--- config.mk ---
export PLATFORM = sky130hd
export DESIGN_NAME = alu_issue_unit
export DESIGN_NICKNAME = d
export VERILOG_FILES = /design/src/rtl/alu_issue_pkg.sv /design/src/rtl/alu_scoreboard.sv /design/src/rtl/alu_issue_unit.sv
export SDC_FILE = /design/constraint.sdc
export NUM_CORES = 1
export LEC_CHECK = 0
export CAP_MARGIN = 25
export CORE_ASPECT_RATIO = 0.8
export CORE_MARGIN = 3
export CORE_UTILIZATION = 35
export DETAILED_ROUTE_END_ITERATION = 8
export GPL_TIMING_DRIVEN = 0
export PLACE_DENSITY = 0.64
export SETUP_SLACK_MARGIN = 0.05
export SLEW_MARGIN = 25
export SYNTH_ARGS = -nofsm -noshare
export SYNTH_HDL_FRONTEND = slang
export SYNTH_HIERARCHICAL = 1
export SYNTH_SLANG_ARGS = --single-unit
--- constraint.sdc ---
create_clock -name clk -period 9.7 [get_ports clk]
set_clock_uncertainty 0.2 [all_clocks]
set_input_delay 2.91 -clock clk [delete_from_list [all_inputs] [get_ports clk]]
set_output_delay 2.91 -clock clk [all_outputs]
set_load 0.1 [all_outputs]
--- src/rtl/alu_issue_pkg.sv ---
// Shared decode constants for the ALU issue unit: opcodes, alusignals bit positions,
// instruction field positions and the RUN/HALT state encoding.
package alu_issue_pkg;

    localparam int unsigned AW = 12;

    localparam logic [3:0] OpAdd = 4'd0;
    localparam logic [3:0] OpSub = 4'd1;
    localparam logic [3:0] OpMul = 4'd2;
    localparam logic [3:0] OpCmp = 4'd3;
    localparam logic [3:0] OpMov = 4'd4;
    localparam logic [3:0] OpOr  = 4'd5;
    localparam logic [3:0] OpAnd = 4'd6;
    localparam logic [3:0] OpNot = 4'd7;
    localparam logic [3:0] OpLsl = 4'd8;
    localparam logic [3:0] OpLsr = 4'd9;

    localparam int unsigned SigAdd = 0;
    localparam int unsigned SigSub = 3;
    localparam int unsigned SigMul = 4;
    localparam int unsigned SigCmp = 5;
    localparam int unsigned SigMov = 6;
    localparam int unsigned SigOr  = 7;
    localparam int unsigned SigAnd = 8;
    localparam int unsigned SigNot = 9;
    localparam int unsigned SigLsl = 10;
    localparam int unsigned SigLsr = 11;

    localparam int unsigned OpcLsb  = 12;
    localparam int unsigned OpcMsb  = 15;
    localparam int unsigned RdLsb   = 9;
    localparam int unsigned RdMsb   = 11;
    localparam int unsigned Rs1Lsb  = 6;
    localparam int unsigned Rs1Msb  = 8;
    localparam int unsigned ImmBit  = 5;
    localparam int unsigned Imm5Lsb = 0;
    localparam int unsigned Imm5Msb = 4;
    localparam int unsigned Rs2Lsb  = 0;
    localparam int unsigned Rs2Msb  = 2;

    typedef enum logic {
        StRun  = 1'b0,
        StHalt = 1'b1
    } state_e;

    function automatic logic [AW-1:0] alu_onehot(input logic [3:0] opc);
        logic [AW-1:0] sig;
        sig = '0;
        case (opc)
            OpAdd:   sig[SigAdd] = 1'b1;
            OpSub:   sig[SigSub] = 1'b1;
            OpMul:   sig[SigMul] = 1'b1;
            OpCmp:   sig[SigCmp] = 1'b1;
            OpMov:   sig[SigMov] = 1'b1;
            OpOr:    sig[SigOr]  = 1'b1;
            OpAnd:   sig[SigAnd] = 1'b1;
            OpNot:   sig[SigNot] = 1'b1;
            OpLsl:   sig[SigLsl] = 1'b1;
            OpLsr:   sig[SigLsr] = 1'b1;
            default: sig = '0;
        endcase
        return sig;
    endfunction

endpackage

--- src/rtl/alu_scoreboard.sv ---
// Busy-bit scoreboard with set/clear ports and a combinational hazard check.
// ALU_ISSUE_BYPASS_EN lets a same-cycle write-back hide its busy bit from the check.
module alu_scoreboard
    import alu_issue_pkg::*;
#(
    parameter int unsigned NREG = 8,
    localparam int unsigned IW = $clog2(NREG)
) (
    input  logic            clk,
    input  logic            rst_n,
    input  logic            set_en,
    input  logic [IW-1:0]   set_idx,
    input  logic            clr_en,
    input  logic [IW-1:0]   clr_idx,
    input  logic [NREG-1:0] chk_mask,
    output logic            hazard,
    output logic [NREG-1:0] busy
);

    logic [NREG-1:0] busy_q, busy_d, set_mask, clr_mask, eff_busy;

    always_comb begin
        set_mask = '0;
        clr_mask = '0;
        if (set_en) set_mask[set_idx] = 1'b1;
        if (clr_en) clr_mask[clr_idx] = 1'b1;
        // Set is applied after clear so a colliding issue keeps the register busy.
        busy_d = (busy_q & ~clr_mask) | set_mask;
`ifdef ALU_ISSUE_BYPASS_EN
        eff_busy = busy_q & ~clr_mask;
`else
        eff_busy = busy_q;
`endif
        hazard = |(eff_busy & chk_mask);
    end

    always_ff @(posedge clk or negedge rst_n) begin
        if (!rst_n) busy_q <= '0;
        else        busy_q <= busy_d;
    end

    assign busy = busy_q;

endmodule

--- src/rtl/alu_issue_unit.sv ---
// Decode/issue stage for the 16-bit ALU: one-entry decode slot, 8x16 regfile, scoreboard.
// Define ALU_ISSUE_BYPASS_EN to forward write-back data into a same-cycle issue.
module alu_issue_unit
    import alu_issue_pkg::*;
#(
    parameter int unsigned NREG = 8,
    parameter int unsigned DW = 16,
    localparam int unsigned RW = $clog2(NREG)
) (
    input  logic            clk,
    input  logic            rst_n,
    input  logic            in_valid,
    output logic            in_ready,
    input  logic [15:0]     in_instr,
    input  logic            wb_valid,
    input  logic [RW-1:0]   wb_rd,
    input  logic [DW-1:0]   wb_data,
    output logic [AW-1:0]   alusignals,
    output logic [DW-1:0]   op1,
    output logic [DW-1:0]   op2,
    output logic [4:0]      immx,
    output logic            isimmediate,
    output logic            iss_valid,
    output logic [RW-1:0]   iss_rd,
    output logic            illegal,
    output logic [NREG-1:0] busy_vec
);

    state_e          state_q, state_d;
    logic            d_valid_q;
    logic [15:0]     d_instr_q;
    logic [DW-1:0]   rf_q [NREG];

    logic [3:0]      opc;
    logic [RW-1:0]   rd, rs1, rs2;
    logic            imm, is_illegal, uses_rs1, uses_rs2, writes_rd;
    logic [NREG-1:0] chk_mask;
    logic            hazard, issue_fire, accept;
    logic [DW-1:0]   rs1_val, rs2_val;

    assign opc = d_instr_q[OpcMsb:OpcLsb];
    assign rd  = d_instr_q[RdMsb:RdLsb];
    assign rs1 = d_instr_q[Rs1Msb:Rs1Lsb];
    assign rs2 = d_instr_q[Rs2Msb:Rs2Lsb];
    assign imm = d_instr_q[ImmBit];

    assign is_illegal = opc > OpLsr;
    assign uses_rs1   = ~is_illegal & (opc != OpMov);
    assign uses_rs2   = ~is_illegal & ~imm & (opc != OpNot);
    assign writes_rd  = ~is_illegal & (opc != OpCmp);

    always_comb begin
        chk_mask = '0;
        if (uses_rs1)  chk_mask[rs1] = 1'b1;
        if (uses_rs2)  chk_mask[rs2] = 1'b1;
        if (writes_rd) chk_mask[rd]  = 1'b1;
    end

    assign issue_fire = d_valid_q & ~hazard & ~is_illegal & (state_q == StRun);
    assign in_ready   = (state_q == StRun) & (~d_valid_q | issue_fire);
    assign accept     = in_valid & in_ready;

    alu_scoreboard #(
        .NREG (NREG)
    ) u_scoreboard (
        .clk      (clk),
        .rst_n    (rst_n),
        .set_en   (issue_fire & writes_rd),
        .set_idx  (rd),
        .clr_en   (wb_valid),
        .clr_idx  (wb_rd),
        .chk_mask (chk_mask),
        .hazard   (hazard),
        .busy     (busy_vec)
    );

    always_comb begin
        rs1_val = rf_q[rs1];
        rs2_val = rf_q[rs2];
`ifdef ALU_ISSUE_BYPASS_EN
        if (wb_valid && wb_rd == rs1) rs1_val = wb_data;
        if (wb_valid && wb_rd == rs2) rs2_val = wb_data;
`endif
    end

    always_comb begin
        state_d = state_q;
        if (state_q == StRun && d_valid_q && is_illegal) state_d = StHalt;
    end

    assign illegal = (state_q == StHalt);

    always_ff @(posedge clk or negedge rst_n) begin
        if (!rst_n) begin
            state_q   <= StRun;
            d_valid_q <= 1'b0;
            d_instr_q <= '0;
        end else begin
            state_q <= state_d;
            if (accept) begin
                d_valid_q <= 1'b1;
                d_instr_q <= in_instr;
            end else if (issue_fire) begin
                d_valid_q <= 1'b0;
            end
        end
    end

    // Write-backs keep landing in HALT so the result stage can drain.
    always_ff @(posedge clk or negedge rst_n) begin
        if (!rst_n) begin
            for (int i = 0; i < int'(NREG); i++) rf_q[i] <= '0;
        end else if (wb_valid) begin
            rf_q[wb_rd] <= wb_data;
        end
    end

    always_ff @(posedge clk or negedge rst_n) begin
        if (!rst_n) begin
            iss_valid   <= 1'b0;
            alusignals  <= '0;
            iss_rd      <= '0;
            op1         <= '0;
            op2         <= '0;
            immx        <= '0;
            isimmediate <= 1'b0;
        end else begin
            iss_valid  <= issue_fire;
            alusignals <= issue_fire ? alu_onehot(opc) : '0;
            if (issue_fire) begin
                iss_rd      <= rd;
                op1         <= rs1_val;
                op2         <= imm ? '0 : rs2_val;
                immx        <= d_instr_q[Imm5Msb:Imm5Lsb];
                isimmediate <= imm;
            end
        end
    end

endmodule

## Yosys cells after proc, flatten, opt, wreduce, memory -nomap -nowiden

Cells that the tools add are included.

- Output and inout bits: 64
- Register bits after elaboration: 208
- Memory bits (writable): 0
- Word-level logic and storage cells: 115
- ROM bits: 0
- Bits of input ports: 39
- Bits in latches: 0
- Memories: 0

- Multiplexer cells: 36
- Div/mod/pow operators: 0
- Order comparisons: 13
- Equal/unequal tests: 12
- Reductions and logical operators: 10
- $add $sub $neg: 0
- Shifts and indexed selects: 0
- Bitwise operators: 25
- Multiply operators: 0

Operator list:

| cell | number |
|---|---|
| 128-bit bitwise mux | 1 |
| 16-bit binary-select mux with 3-bit select | 2 |
| 16-bit two-way mux | 6 |
| 16-bit demux with 3-bit select | 1 |
| 8-bit two-way mux | 5 |
| 8-bit OR | 3 |
| 8-bit AND | 2 |
| 4-bit by 3-bit == test with 1-bit output, second input constant | 4 |
| 3-bit by 4-bit < comparator with 1-bit output, second input constant | 4 |
| 1-bit two-way mux | 16 |
| 1-bit demux with 3-bit select | 4 |
| 3-bit by 1-bit >= comparator with 1-bit output, second input constant | 4 |
| 4-bit >= comparator, second input constant | 3 |
| 12-bit two-way mux | 1 |
| 3-bit NOT with 4-bit output | 3 |
| 1-bit AND | 10 |
| 4-bit by 2-bit == test with 1-bit output, second input constant | 2 |
| 4-bit == test, second input constant | 2 |
| 4-bit by 3-bit inequality test with 1-bit output, second input constant | 2 |
| 8-bit NOT | 1 |
| 8-bit OR reduction | 1 |
| 1-bit logical AND | 7 |
| 1-bit NOT | 5 |
| 4-bit by 1-bit == test with 1-bit output, second input constant | 1 |
| other kinds (6) | 6 |

## Logic depth before layout (Yosys ltp)

- Depth in word-level cells: 19
- Gate-level depth with buffers: 15
- Mapped depth without buffers: 11

## By module

Netlist, hierarchy kept.

By module, submodules not included:

| module | cells each | area an instance (µm²) | times used |
|---|---|---|---|
| alu_issue_unit | 672 | 9562.9 | 1 |
| alu_scoreboard | 35 | 417.9 | 1 |

## Least setup slack after synthesis

No wires, ideal clock.

- Path type: register -> output
- Start point: register d_instr_q[1]
- End point: output port in_ready
- Stages on the path, launching flop included: 13
- Buffers on the path: 5
- Path slack: 2.455 ns
- Required time: 6.590 ns
- Data arrival time: 4.135 ns
- Cells stage by stage: dfrtp_1 buf_2 buf_2 clkbuf_1 nor2_1 a221o_1 a22oi_1 nand4_1 or3b_4 or2_1 buf_2 buf_2 a21oi_1

- Word-level cells in the longest chain between the ends: 16
- Elaborated cells on any way between the ends: 17
- Classes of those cells: order compare (2); mux (4); bitwise (9); reduce/logical (2)

RTL lines:

| what | line | RTL |
|---|---|---|
| start, declared | alu_issue_unit.sv:31 | `logic [15:0] d_instr_q;` |
| start signal, assigned | alu_issue_unit.sv:102 | `d_instr_q <= in_instr;` |
| 3-bit by 4-bit < comparator with 1-bit output (not written as such) / 3-bit by 1-bit >= comparator with 1-bit output (equally long branches) | alu_issue_unit.sv:55 | `if (uses_rs2) chk_mask[rs2] = 1'b1;` |
| 1-bit logical AND (not written as such) | alu_issue_unit.sv:55 |  |
| 1-bit two-way mux (not written as such) | alu_issue_unit.sv:55 |  |
| 1-bit demux with 3-bit select * | alu_issue_unit.sv:55 |  |
| 8-bit OR (no source line) * | n/a |  |
| 8-bit two-way mux * | alu_issue_unit.sv:55 |  |
| 8-bit OR (no source line) | n/a |  |
| 8-bit two-way mux * | alu_issue_unit.sv:56 | `if (writes_rd) chk_mask[rd] = 1'b1;` |
| via chk_mask[0] | alu_issue_unit.sv:37 | `logic [NREG-1:0] chk_mask;` |
| 8-bit AND * | alu_scoreboard.sv:34 | `hazard = \|(eff_busy & chk_mask);` |
| 8-bit OR reduction * | alu_scoreboard.sv:34 |  |
| via hazard | alu_issue_unit.sv:38 | `logic hazard, issue_fire, accept;` |
| 1-bit NOT * | alu_issue_unit.sv:59 | `assign issue_fire = d_valid_q & ~hazard & ~is_illegal & (state_q == StRun);` |
| 1-bit AND * (3 in a row) | alu_issue_unit.sv:59 |  |
| 1-bit OR * | alu_issue_unit.sv:60 | `assign in_ready = (state_q == StRun) & (~d_valid_q \| issue_fire);` |
| 1-bit AND * | alu_issue_unit.sv:60 |  |
| end, declared | alu_issue_unit.sv:13 | `output logic in_ready,` |

The timed path passes the listed nets; every way through them passes the cells marked *.

## Final worst setup path

Same ends and word-level chain as after synthesis.

==> results.cfg <==
[global_route]
wire_length_of_the_first_global_routing_pass_um = 40900
grt_pass1_vias = 6668
globalRouteTotalUtil_pct = 17.3
initial_antenna_violation_count = 0
globalRoute.totalOverflow = 0
grt_max_degree = 93

[place]
port_buffers = 100
post-dp-hpwl_um = 18000
globalplace.congestion = 0.831

[critical_path]
worst_path_max_delay_cell = clkdlybuf4s50_1
path_cells = buf_2, buf_2, clkbuf_1, nor2_1, a221o_1, a22oi_1, nand4_1, or3b_4, or2_1, buf_2, buf_2, a21oi_1, clkdlybuf4s50_1
start_kind = register
cp_max_fo = 10
setup.reg_to_reg.worst_slack_ns = 5.39
worstSetupPathType = register to primary output
worst-endpoint-arrival_ns = 5.07
end_kind = primary output
cp_top_family = buffers and inverters
path_buf_inv = 6
timing.critical_path.slowest_cell_delay_ns = 1.14
crit_top_cell = buf_2
required_time_of_the_worst_setup_path_ns = 6.59

[floorplan]
fp.dieW_um = 195
fp.dieArea_um2 = 30600
chipHeight_um = 157
rows = 54
floorplan.io_pins = 103
starting_density_of_the_core_pct = 36.1
floorplan.core_area_um2 = 27600

[cts]
path_clk_slew_ns = 0.06
ctsRootBufferMaster = clkbuf_16
cts_setup_buffers = 0
hold_buffers = 0
cts_tree = built
clk_latency_ns = 0.52
h-tree-depth = 1
cts_made_buffers = 24
cts-resized-gates = 0
clock-sinks = 206
cts_max_path_buffers = 3

[synthesis]
instance_count_of_the_mapped_netlist = 707
synth.distinct_cells = 55
netlist_area_um2 = 9980
synthArstFlopShare_pct = 100
yosysSeqAreaShare_pct = 51.6
post_synth_edffs = 0
synth_flop_cell = dfrtp_1
yosys_warnings = 6
ys_seq_elements = 206
syn_area_per_cell_um2 = 14.1

[timing]
max_freq_mhz = 122
worst-slew-pin-transition_ns = 1.03
finalCriticalPeriod_ns = 8.18
grt_setup_unrepaired = no
fin_setup_tns_ns = 0
post-route-period-util_pct = 84.3
timing.final.hold_violations = 0
slew_headroom_pct = 31.2
timing.final.max_slew_violations = 0
setup_viol_count_final = 0

[cells_and_area]
fillerInstances = 2525
diodes_inserted = 0
final_layout_size_suffix_gt1_share_pct = 33.2
finish.net_count = 875
syn_to_final_growth_pct = 23.4
post-route-util_pct = 44.6

[pwr]
power.density_cell_area_nw_per_um2 = 334
irDropWorstVdd_mv = 0.239
combinationalPowerShare_pct = 47.2
power.internal_mw = 2.38
netSwitchingFraction_pct = 42.0
pwr-share-clk_pct = 22.2
power.leakage_nw = 5.14
power.switching_mw = 1.72
sequential_power_share_pct = 30.6
design_power_total_mw = 4.11

[drt]
drt_pass1_iterations = 5
antenna_left = 0
drt_iter0_markers = 495
detailroute.via_count = 6594
route.final.wire_length_um = 26800
routed_via_density = 5.42
drc = 0
routed_wire_length_per_instance_um = 22.1

[worst_hold_path]
min_path_type = register to register

[job]
maxCapViolations = 0

[run_status]
outcome = complete, no violations
## worst paths after layout
path,depth (start not counted),start,to
max in group asynchronous,3,rst_n,rf_q[41]
hold / removal,2,d_instr_q[3],immx[3]
hold reg to reg,2,d_instr_q[3],immx[3]
setup / recovery,13,d_instr_q[1],in_ready
setup reg to reg,14,d_instr_q[1],u_scoreboard/busy[6]
min in group asynchronous,1,rst_n,op2[3]
## per-layer routing
layer / GRT usage (%) / routed length [um] / up-vias
met5: 0 / 0 / -
met4: 3.29 / 508 / 0
met3: 2.80 / 1530 / 32
met2: 26.2 / 11700 / 209
met1: 26.5 / 13100 / 3431
li1: - / - / 2922
## sequential cells by signal, indices dropped and copies added, names as in the netlist, 3 cells and up
name	flops
alusignals	10
d_instr_q	16
immx	5
iss_rd	3
op1	16
op2	16
rf_q	128
u_scoreboard/busy	8
## placed cells by master (no fill, tap or decap), types with 5 or more instances in the layout
master,synthesis,layout
mux4_2,58,58
nand2_1,64,64
a22oi_1,7,7
o21ai_0,20,20
nand4b_1,9,9
dfrtp_1,206,206
o221ai_1,6,6
clkbuf_8,0,8
o21ai_1,11,11
nor2_1,12,12
mux2_4,10,10
buf_2,20,20
nand4bb_1,5,5
buf_4,5,5
clkbuf_16,0,25
mux2i_1,35,35
clkbuf_1,27,30
mux2_2,133,133
clkdlybuf4s50_1,0,99
a21oi_1,5,5
nand2b_1,6,6
nor3_1,5,5
## worst reg2reg max path, delay by kind of cell, from the launching register on
family,cells,cell delay (ns)
buf+inv,5,1.43
compound gates,3,0.78
flops,1,0.31
simple gates,6,1.53
## power groups by stage
stage / Sequential, mW / Combinational [mW] / Clock (mW)
global route: 1.29 / 2.04 / 0.976
global placement: 1.27 / 1.92 / 0
detailed placement: 1.27 / 1.94 / 0
finish: 1.26 / 1.94 / 0.911
floorplan: 1.78 / 0.908 / 0
CTS: 1.25 / 1.95 / 0.932
## final cells by class
class,instances,area (um^2),share of cell area [%]
inverter,2,7.51,0.0610
multi-input combinational,446,4560,37.0
clock buffer,36,747,6.07
clock inverter,7,66.3,0.539
buffer,54,262,2.12
tap,364,455,3.70
timing repair buffer,102,1060,8.62
sequential,206,5150,41.9
## cell usage after synthesis (6+ instances only)
cell type | number | area share, %
o221ai_1 | 6 | 0.53
o21ai_1 | 11 | 0.55
mux2i_1 | 35 | 3.5
buf_2 | 20 | 1.0
o21ai_0 | 20 | 1.0
nand2b_1 | 6 | 0.38
mux2_4 | 10 | 1.5
mux2_2 | 133 | 15
mux4_2 | 58 | 13
dfrtp_1 | 206 | 52
nand2_1 | 64 | 2.4
nand4b_1 | 9 | 0.79
clkbuf_1 | 27 | 1.0
nor2_1 | 12 | 0.45
a22oi_1 | 7 | 0.53
## metrics by stage
step	setup WS [ns]	hold slack [ns]	instances	instance area, um^2
global placement	-3.26	0.249	1172	11400
detailed placement	2.02	0.261	1174	11500
global route	1.22	0.298	1217	12300
finish	1.52	0.268	1217	12300
CTS	1.47	0.271	1217	12300
floorplan	2.45	0.233	708	9980
## cell families after synthesis
family          count (synthesis)  synth area share, %
mux                           237                 33.2
simple gates                  138                 7.75
buf+inv                        56                 2.70
compound gates                 69                 4.65
flops                         206                 51.6
other cells                     1               0.0376
(Power assumes the default switching activity.)
